File: src/rtl/imem_loader_pkg.sv
// Shared types and constants for the instruction-memory loader.
package imem_loader_pkg;

  typedef enum logic [2:0] {
    IDLE,
    RECV,
    WRITE,
    CHECK,
    DONE
  } state_t;

  localparam int BYTES_PER_WORD  = 4;
  localparam int BYTE_ADDR_SHIFT = 2;

endpackage

File: src/rtl/imem_byte_assembler.sv
// Collects stream bytes into a big-endian 32-bit word; wordFull flags the
// cycle in which the fourth byte of a word is being accepted.
module imem_byte_assembler
  import imem_loader_pkg::*;
(
  input  logic        clk,
  input  logic        rst,
  input  logic        clear,
  input  logic        accept,
  input  logic [7:0]  byteIn,
  output logic [31:0] word,
  output logic        wordFull
);

  logic [1:0] byteCnt;

  always_ff @(posedge clk) begin
    if (rst) begin
      word    <= '0;
      byteCnt <= '0;
    end else if (clear) begin
      byteCnt <= '0;
    end else if (accept) begin
      // Shifting left leaves the first byte of the word in [31:24].
      word    <= {word[23:0], byteIn};
      byteCnt <= byteCnt + 2'd1;
    end
  end

  assign wordFull = accept && (byteCnt == 2'(BYTES_PER_WORD - 1));

endmodule

File: src/rtl/imem_loader.sv
// Streams bytes into instruction memory and holds the CPU until the load is done.
// Optional trailing XOR checksum byte: define IMEM_LOADER_CHECKSUM_EN.
module imem_loader
  import imem_loader_pkg::*;
#(
  parameter int ADDR_W = 8
) (
  input  logic              clk,
  input  logic              rst,
  input  logic              start,
  input  logic [ADDR_W:0]   len,
  input  logic              s_valid,
  input  logic [7:0]        s_data,
  output logic              s_ready,
  output logic              mem_we,
  output logic [31:0]       mem_addr,
  output logic [31:0]       mem_wdata,
  output logic              cpu_hold,
  output logic              busy,
  output logic              done,
  output logic              err
);

  localparam logic [ADDR_W:0]   MAX_LEN = {1'b1, {ADDR_W{1'b0}}};
  localparam logic [ADDR_W:0]   LEN_ONE = 1;
  localparam logic [ADDR_W-1:0] IDX_ONE = 1;

  state_t            state;
  logic [ADDR_W-1:0] wordIdx;
  logic [ADDR_W:0]   lenLat;
  logic              idleLike;
  logic              startLoad;
  logic              byteAccept;
  logic              wordFull;
  logic              lastWord;

  assign idleLike   = (state == IDLE) || (state == DONE);
  assign startLoad  = start && idleLike && (len != '0) && (len <= MAX_LEN);
  assign byteAccept = (state == RECV) && s_valid && s_ready;
  assign lastWord   = ({1'b0, wordIdx} == (lenLat - LEN_ONE));

  imem_byte_assembler u_asm (
    .clk      (clk),
    .rst      (rst),
    .clear    (startLoad),
    .accept   (byteAccept),
    .byteIn   (s_data),
    .word     (mem_wdata),
    .wordFull (wordFull)
  );

`ifdef IMEM_LOADER_CHECKSUM_EN
  logic [7:0] xorAcc;

  always_ff @(posedge clk) begin
    if (rst || startLoad) begin
      xorAcc <= '0;
    end else if (byteAccept) begin
      xorAcc <= xorAcc ^ s_data;
    end
  end
`endif

  always_ff @(posedge clk) begin
    if (rst) begin
      state    <= IDLE;
      s_ready  <= 1'b0;
      mem_we   <= 1'b0;
      mem_addr <= '0;
      cpu_hold <= 1'b1;
      busy     <= 1'b0;
      done     <= 1'b0;
      err      <= 1'b0;
      wordIdx  <= '0;
      lenLat   <= '0;
    end else begin
      mem_we <= 1'b0;
      case (state)
        IDLE, DONE: begin
          if (start) begin
            if (len == '0) begin
              state    <= DONE;
              done     <= 1'b1;
              err      <= 1'b0;
              busy     <= 1'b0;
              cpu_hold <= 1'b0;
            end else if (len > MAX_LEN) begin
              state    <= IDLE;
              err      <= 1'b1;
              done     <= 1'b0;
              cpu_hold <= 1'b1;
            end else begin
              state    <= RECV;
              lenLat   <= len;
              wordIdx  <= '0;
              done     <= 1'b0;
              err      <= 1'b0;
              busy     <= 1'b1;
              cpu_hold <= 1'b1;
              s_ready  <= 1'b1;
            end
          end
        end
        RECV: begin
          if (wordFull) begin
            state    <= WRITE;
            s_ready  <= 1'b0;
            mem_we   <= 1'b1;
            mem_addr <= 32'(wordIdx) << BYTE_ADDR_SHIFT;
          end
        end
        WRITE: begin
          if (lastWord) begin
`ifdef IMEM_LOADER_CHECKSUM_EN
            state   <= CHECK;
            s_ready <= 1'b1;
`else
            state    <= DONE;
            done     <= 1'b1;
            busy     <= 1'b0;
            cpu_hold <= 1'b0;
`endif
          end else begin
            state   <= RECV;
            wordIdx <= wordIdx + IDX_ONE;
            s_ready <= 1'b1;
          end
        end
`ifdef IMEM_LOADER_CHECKSUM_EN
        CHECK: begin
          if (s_valid && s_ready) begin
            s_ready <= 1'b0;
            busy    <= 1'b0;
            if (s_data == xorAcc) begin
              state    <= DONE;
              done     <= 1'b1;
              cpu_hold <= 1'b0;
            end else begin
              state    <= IDLE;
              err      <= 1'b1;
              done     <= 1'b0;
              cpu_hold <= 1'b1;
            end
          end
        end
`endif
        default: begin
          state   <= IDLE;
          s_ready <= 1'b0;
        end
      endcase
    end
  end

endmodule

File: config.mk
export PLATFORM = sky130hd
export DESIGN_NAME = imem_loader
export DESIGN_NICKNAME = d
export VERILOG_FILES = /design/src/rtl/imem_loader_pkg.sv /design/src/rtl/imem_byte_assembler.sv /design/src/rtl/imem_loader.sv
export SDC_FILE = /design/constraint.sdc
export NUM_CORES = 1
export LEC_CHECK = 0
export CAP_MARGIN = 20
export CORE_MARGIN = 5
export CORE_UTILIZATION = 44
export DETAILED_ROUTE_END_ITERATION = 10
export PLACE_DENSITY = 0.76
export SYNTH_ARGS = -nofsm -noshare
export SYNTH_HDL_FRONTEND = slang
export SYNTH_HIERARCHICAL = 1
export SYNTH_SLANG_ARGS = --single-unit
File: constraint.sdc
create_clock -name clk -period 2.4 [get_ports clk]
set_input_delay 0.6 -clock clk [delete_from_list [all_inputs] [get_ports clk]]
set_output_delay 0.6 -clock clk [all_outputs]
set_load 0.03 [all_outputs]
* Word level (Yosys, flattened, before mapping) *
Index checks and enable logic that the tools add are counted.

cells by class
  $lt $le $gt $ge = 2
  equality and inequality tests = 12
  reduce and logical (&&, ||, !) cells = 23
  $add $sub $neg = 3
  bitwise logic cells = 4
  multiplexer cells = 31

operators with widths
  operator                                               number
  two-way mux 8 bit                                      4
  two-way mux 1 bit                                      17
  one-hot mux 8 bit (2 select lines)                     1
  two-way mux 3 bit                                      4
  inequality test 2 bit, second input constant           5
  AND reduction 5 bit                                    2
  equality test 8 x 9 -> 1 bit                           1
  > comparator 9 bit, second input constant              1
  less-or-equal comparator 9 bit, second input constant  1
  zero test 9 bit                                        1
  one-hot mux 3 bit (3 select lines)                     1
  nonzero test 9 bit                                     1
  subtractor 9 x 1 -> 9 bit, second input constant       1
  adder 8 x 1 -> 8 bit, second input constant            1
  AND reduction 2 bit                                    4
  AND reduction 4 bit                                    2
  logical AND 1 bit                                      6
  one-hot mux 1 bit (2 select lines)                     3
  OR reduction 2 bit                                     3
  inverter 1 bit                                         4
  equality test 3 x 1 -> 1 bit, second input constant    1
  equality test 3 x 2 -> 1 bit, second input constant    1
  equality test 3 bit, second input constant             1
  zero test 3 bit                                        1
  8 further kinds                                        8

storage, ports and cells
  output and inout port bits = 70
  input bits = 21
  flip-flop bits (word level) = 68
  word-level logic and storage cells = 87

* Logic depth before layout (Yosys ltp) *
  depth in word-level cells = 7
  mapped depth = 10
  mapped depth without buffers = 10

* Modules after synthesis *
Netlist, hierarchy kept.

by module, submodules not included
  module               area an instance (um^2)  seq. area each (um^2)  times used  cells an instance
  imem_loader          1965.6                   680.7                  1           247
  imem_byte_assembler  1376.3                   680.7                  1           124

* Worst setup path before layout *
No wires, ideal clock.

  path kind = in2reg
  from = input len[0]
  to = register wordIdx[5]
  required time = 2.284 ns
  path buffers = 1
  cell stages on the path = 9
  slack = 0.068 ns
  library setup time = 0.116 ns
  arrival = 2.217 ns
  path through = nor4_1 nand2_1 ha_1 nor3_2 nor2_1 a31oi_4 buf_6 a21oi_1 a31o_1

between the ends
  cells in the longest elaborated chain, start to end = 3
  elaborated cells on any way between the ends = 5
  those cells by class = order compare (1); eq/ne (2); reduce/logical (2)

ends and longest elaborated chain
  what                                                          RTL line                              text
  start, declared                                               imem_loader.sv:11                     input logic [ADDR_W:0] len,
  > comparator 9 bit / zero test 9 bit (equally long branches)  imem_loader.sv:87, imem_loader.sv:81
  inequality test 2 bit (no line)                               --
  AND reduction 5 bit (no line) *                               --
  end signal, assigned                                          imem_loader.sv:125                    wordIdx <= wordIdx + IDX_ONE;
  end, declared                                                 imem_loader.sv:29                     logic [ADDR_W-1:0] wordIdx;

Every way passes the cells marked *; elsewhere a longest branch is shown, timed or not.
A chain may end at the register's enable or synchronous reset.

* Final worst setup path *
  from = input len[4]
  to = register wordIdx[3]

Same word-level chain as after synthesis.

==> key figures <==
Outcome
  • Status: complete, no violations

Floorplanning
  • Top Ports: 91
  • Core footprint: 0.00733 sq mm
  • Initial core utilization: 45.6%
  • Chip width: 97.2 um
  • Die height: 97.2 um
  • Rows: 31
  • Die Area: 0.00944 sq mm

Worst setup path
  • CP arrival: 2.55 ns
  • Critical path class: in -> reg
  • Reg2reg path depth: 10
  • WP data required: 2.63 ns
  • Startpoint types: input pin
  • Crit-path max FO: 6
  • Setup crit end kind: flop

Global routing
  • Gr usage total: 15.8%
  • Total global routing overflow: 0
  • Initial antenna violation count: 0
  • Largest net degree at the start of global routing: 30
  • Number of global-route vias before repair: 2619
  • First-pass GRT wire length: 12400 um

Logic synthesis
  • Yosys top cell by area: dfxtp_1
  • Syn Std Cell Area: 0.00334 sq mm
  • Post-synth EDFFs: 0
  • Synth async-reset ratio: 0%
  • Yosys reg bits: 68
  • Distinct cells, synth: 53
  • Post-synthesis simple-gate area fraction: 27.6%
  • Top cells by area, synth: dfxtp_1 41%, mux2i_1 8.1%, nand2b_1 6.7%, buf_4 5.4%, nand2_1 5.3%
  • YS warnings: 6
  • Seq/Total Area, Yosys: 40.7%
  • Post-Synth Adder-Cell Area: 1.87%
  • Multiplexer area fraction after synthesis: 8.09%
  • Synth Area in XOR/XNOR: 2.36%
  • Synth Area in Compound Gates: 9.88%
  • Avg Cell Area, Syn: 9.01 sq um
  • Mapped Cells: 371
  • Top FF cell, synth: dfxtp_1
  • Share of the synthesized area in the top cell type: 40.7%
  • Main combinational cell family by area after synthesis: simple AND/OR/NAND/NOR gates

Clock tree
  • Latest clock arrival within the worst-skew pair: 0.34 ns
  • TritonCTS clock tree: built
  • H-Tree Depth: 3
  • Root Buffer: clkbuf_8
  • Clk buf depth: 2
  • Clock Sinks: 68
  • CTS buffer count: 9
  • Post-CTS Setup Bufs: 0
  • Clock-pin slew on the worst setup and hold paths: 0.07 ns

Route
  • DR vias/cell: 4.94
  • Antenna Nets Post-Route: 0
  • Drt first pass iters: 4
  • Via Count: 2715
  • Wirelength, routed: 7530 um
  • DRC viols: 0
  • WL per Instance: 13.7 um
  • Initial DRC count: 112

Place
  • Number of port buffers: 66
  • GPL Wtd Cong: 0.771
  • Placed cell areas: 0.00410 sq mm
  • Post-DP HPWL: 5560 um

Finish
  • Post-Layout Inst Area: 0.00437 sq mm
  • Nets: 472
  • Commonest non-fill, non-tap cell in the layout: dfxtp_1
  • ANT cells: 0
  • Most frequent cells in the layout: 68 x dfxtp_1, 63 x clkdlybuf4s50_1, 46 x nand2_1
  • Area growth syn-to-layout: 30.6%
  • Final core utilization: 59.5%
  • Ratio of cells with drive above 1 in the final layout: 12.0%

Power
  • Power Dens Cells: 559 mW/mm^2
  • Total Power: 2440 uW
  • P_leak: 0.00169 uW
  • Worst vdd ir: 0.306 mV

STA
  • Clock skew: 0.00710 ns
  • Final setup violation count: 0
  • Slew Limit Fails: 0
  • Final Critical Period: 2.32 ns
  • Fmax: 431 MHz
  • Hold Vio Cnt, Final: 0
  • Fin crit share: 96.7%
  • Min Hold Slack: 0.461 ns

Worst hold path
  • Worst hold path depth: 2
  • Hold Path Class: reg -> reg

Flow run
  • Max-cap viol count: 0
-- sequential cells by signal, summed over array words and instances (netlist names) --
register	count
busy	1
done	1
s_ready	1
lenLat	9
mem_addr	8
wordIdx	8
err	1
cpu_hold	1
u_asm/word	32
u_asm/byteCnt	2
mem_we	1
state	3
-- routing by layer --
layer / GRT usage, % / routed length [um]
met1: 18.9 / 3300
met4: 6.26 / 102
met5: 0 / 0
met3: 4.52 / 400
met2: 26.5 / 3730
-- timing repair --
action / in CTS / in global routing
gates resized for setup: 5 / 7
pin swaps: 3 / 2
hold buffers: 0 / 0
endpoints found under the setup margin: 16 / 29
-- critical path, cell delays in order --
cell and delay [ns]:
clkdlybuf4s50_1 0.44, nor4_2 0.34, nand2_2 0.12, ha_4 0.20, nor3_4 0.16, nor2_2 0.08
a31oi_4 0.28, buf_12 0.15, nand3_4 0.06, mux2i_1 0.12
-- synth_stat cells (4+ instances only) --
library cell / instances
dfxtp_1: 68
clkbuf_1: 11
nand2b_1: 36
mux2i_1: 27
nor3_1: 5
nand4bb_1: 8
inv_1: 6
buf_2: 4
ha_1: 5
nand3_1: 11
nand2_1: 47
and3_1: 4
xnor2_1: 4
nor2_1: 19
xor2_1: 5
buf_6: 4
a21oi_1: 28
buf_4: 24
o21ai_1: 9
-- per-stage QoR --
| step | instances | setup slack (ns) | TNS (ns) |
|---|---|---|---|
| after floorplan | 394 | 0.0676 | 0 |
| after global placement | 534 | -0.356 | -11.16 |
| after detailed placement | 534 | -0.423 | -13.71 |
| after CTS | 550 | 0.0232 | 0 |
| after global routing | 550 | -0.0253 | -0.0453 |
| final | 550 | 0.0799 | 0 |
-- worst paths after layout --
| kind | startpoint | to | slack (ns) |
|---|---|---|---|
| hold / removal | mem_addr[4]$_SDFFE_PP0P_ | mem_addr[4]$_SDFFE_PP0P_ | 0.46 |
| hold reg to reg | mem_addr[4]$_SDFFE_PP0P_ | mem_addr[4]$_SDFFE_PP0P_ | 0.46 |
| setup / recovery | len[4] | wordIdx[3]$_SDFFE_PP0P_ | 0.08 |
| setup reg to reg | lenLat[1]$_SDFFE_PP0P_ | wordIdx[3]$_SDFFE_PP0P_ | 0.16 |
-- power by group --
part           internal (uW)  switching [uW]  total (uW)
clock network            538             449         988
registers               1140            19.6        1160
logic                    122             168         290
total                   1800             637        2440
-- cell type report --
class,count,area (sq um)
clock inverters,5,58.8
flip-flops and latches,68,1360
well taps,99,124
fillers,637,2970
repair buffers,85,848
inverters,6,22.5
clock buffers,11,151
multi-input cells,276,1800
-- cell families after synthesis --
| kind of cell | Yosys count |
|---|---|
| AND/OR/NAND/NOR | 158 |
| flip-flops | 68 |
| AO/OA/AOI/OAI | 53 |
| buffers and inverters | 50 |
| multiplexers | 27 |
| XOR/XNOR | 9 |
| adder cells (fa/ha/maj) | 5 |
| other | 1 |
Power figures use the tool's default switching activity.
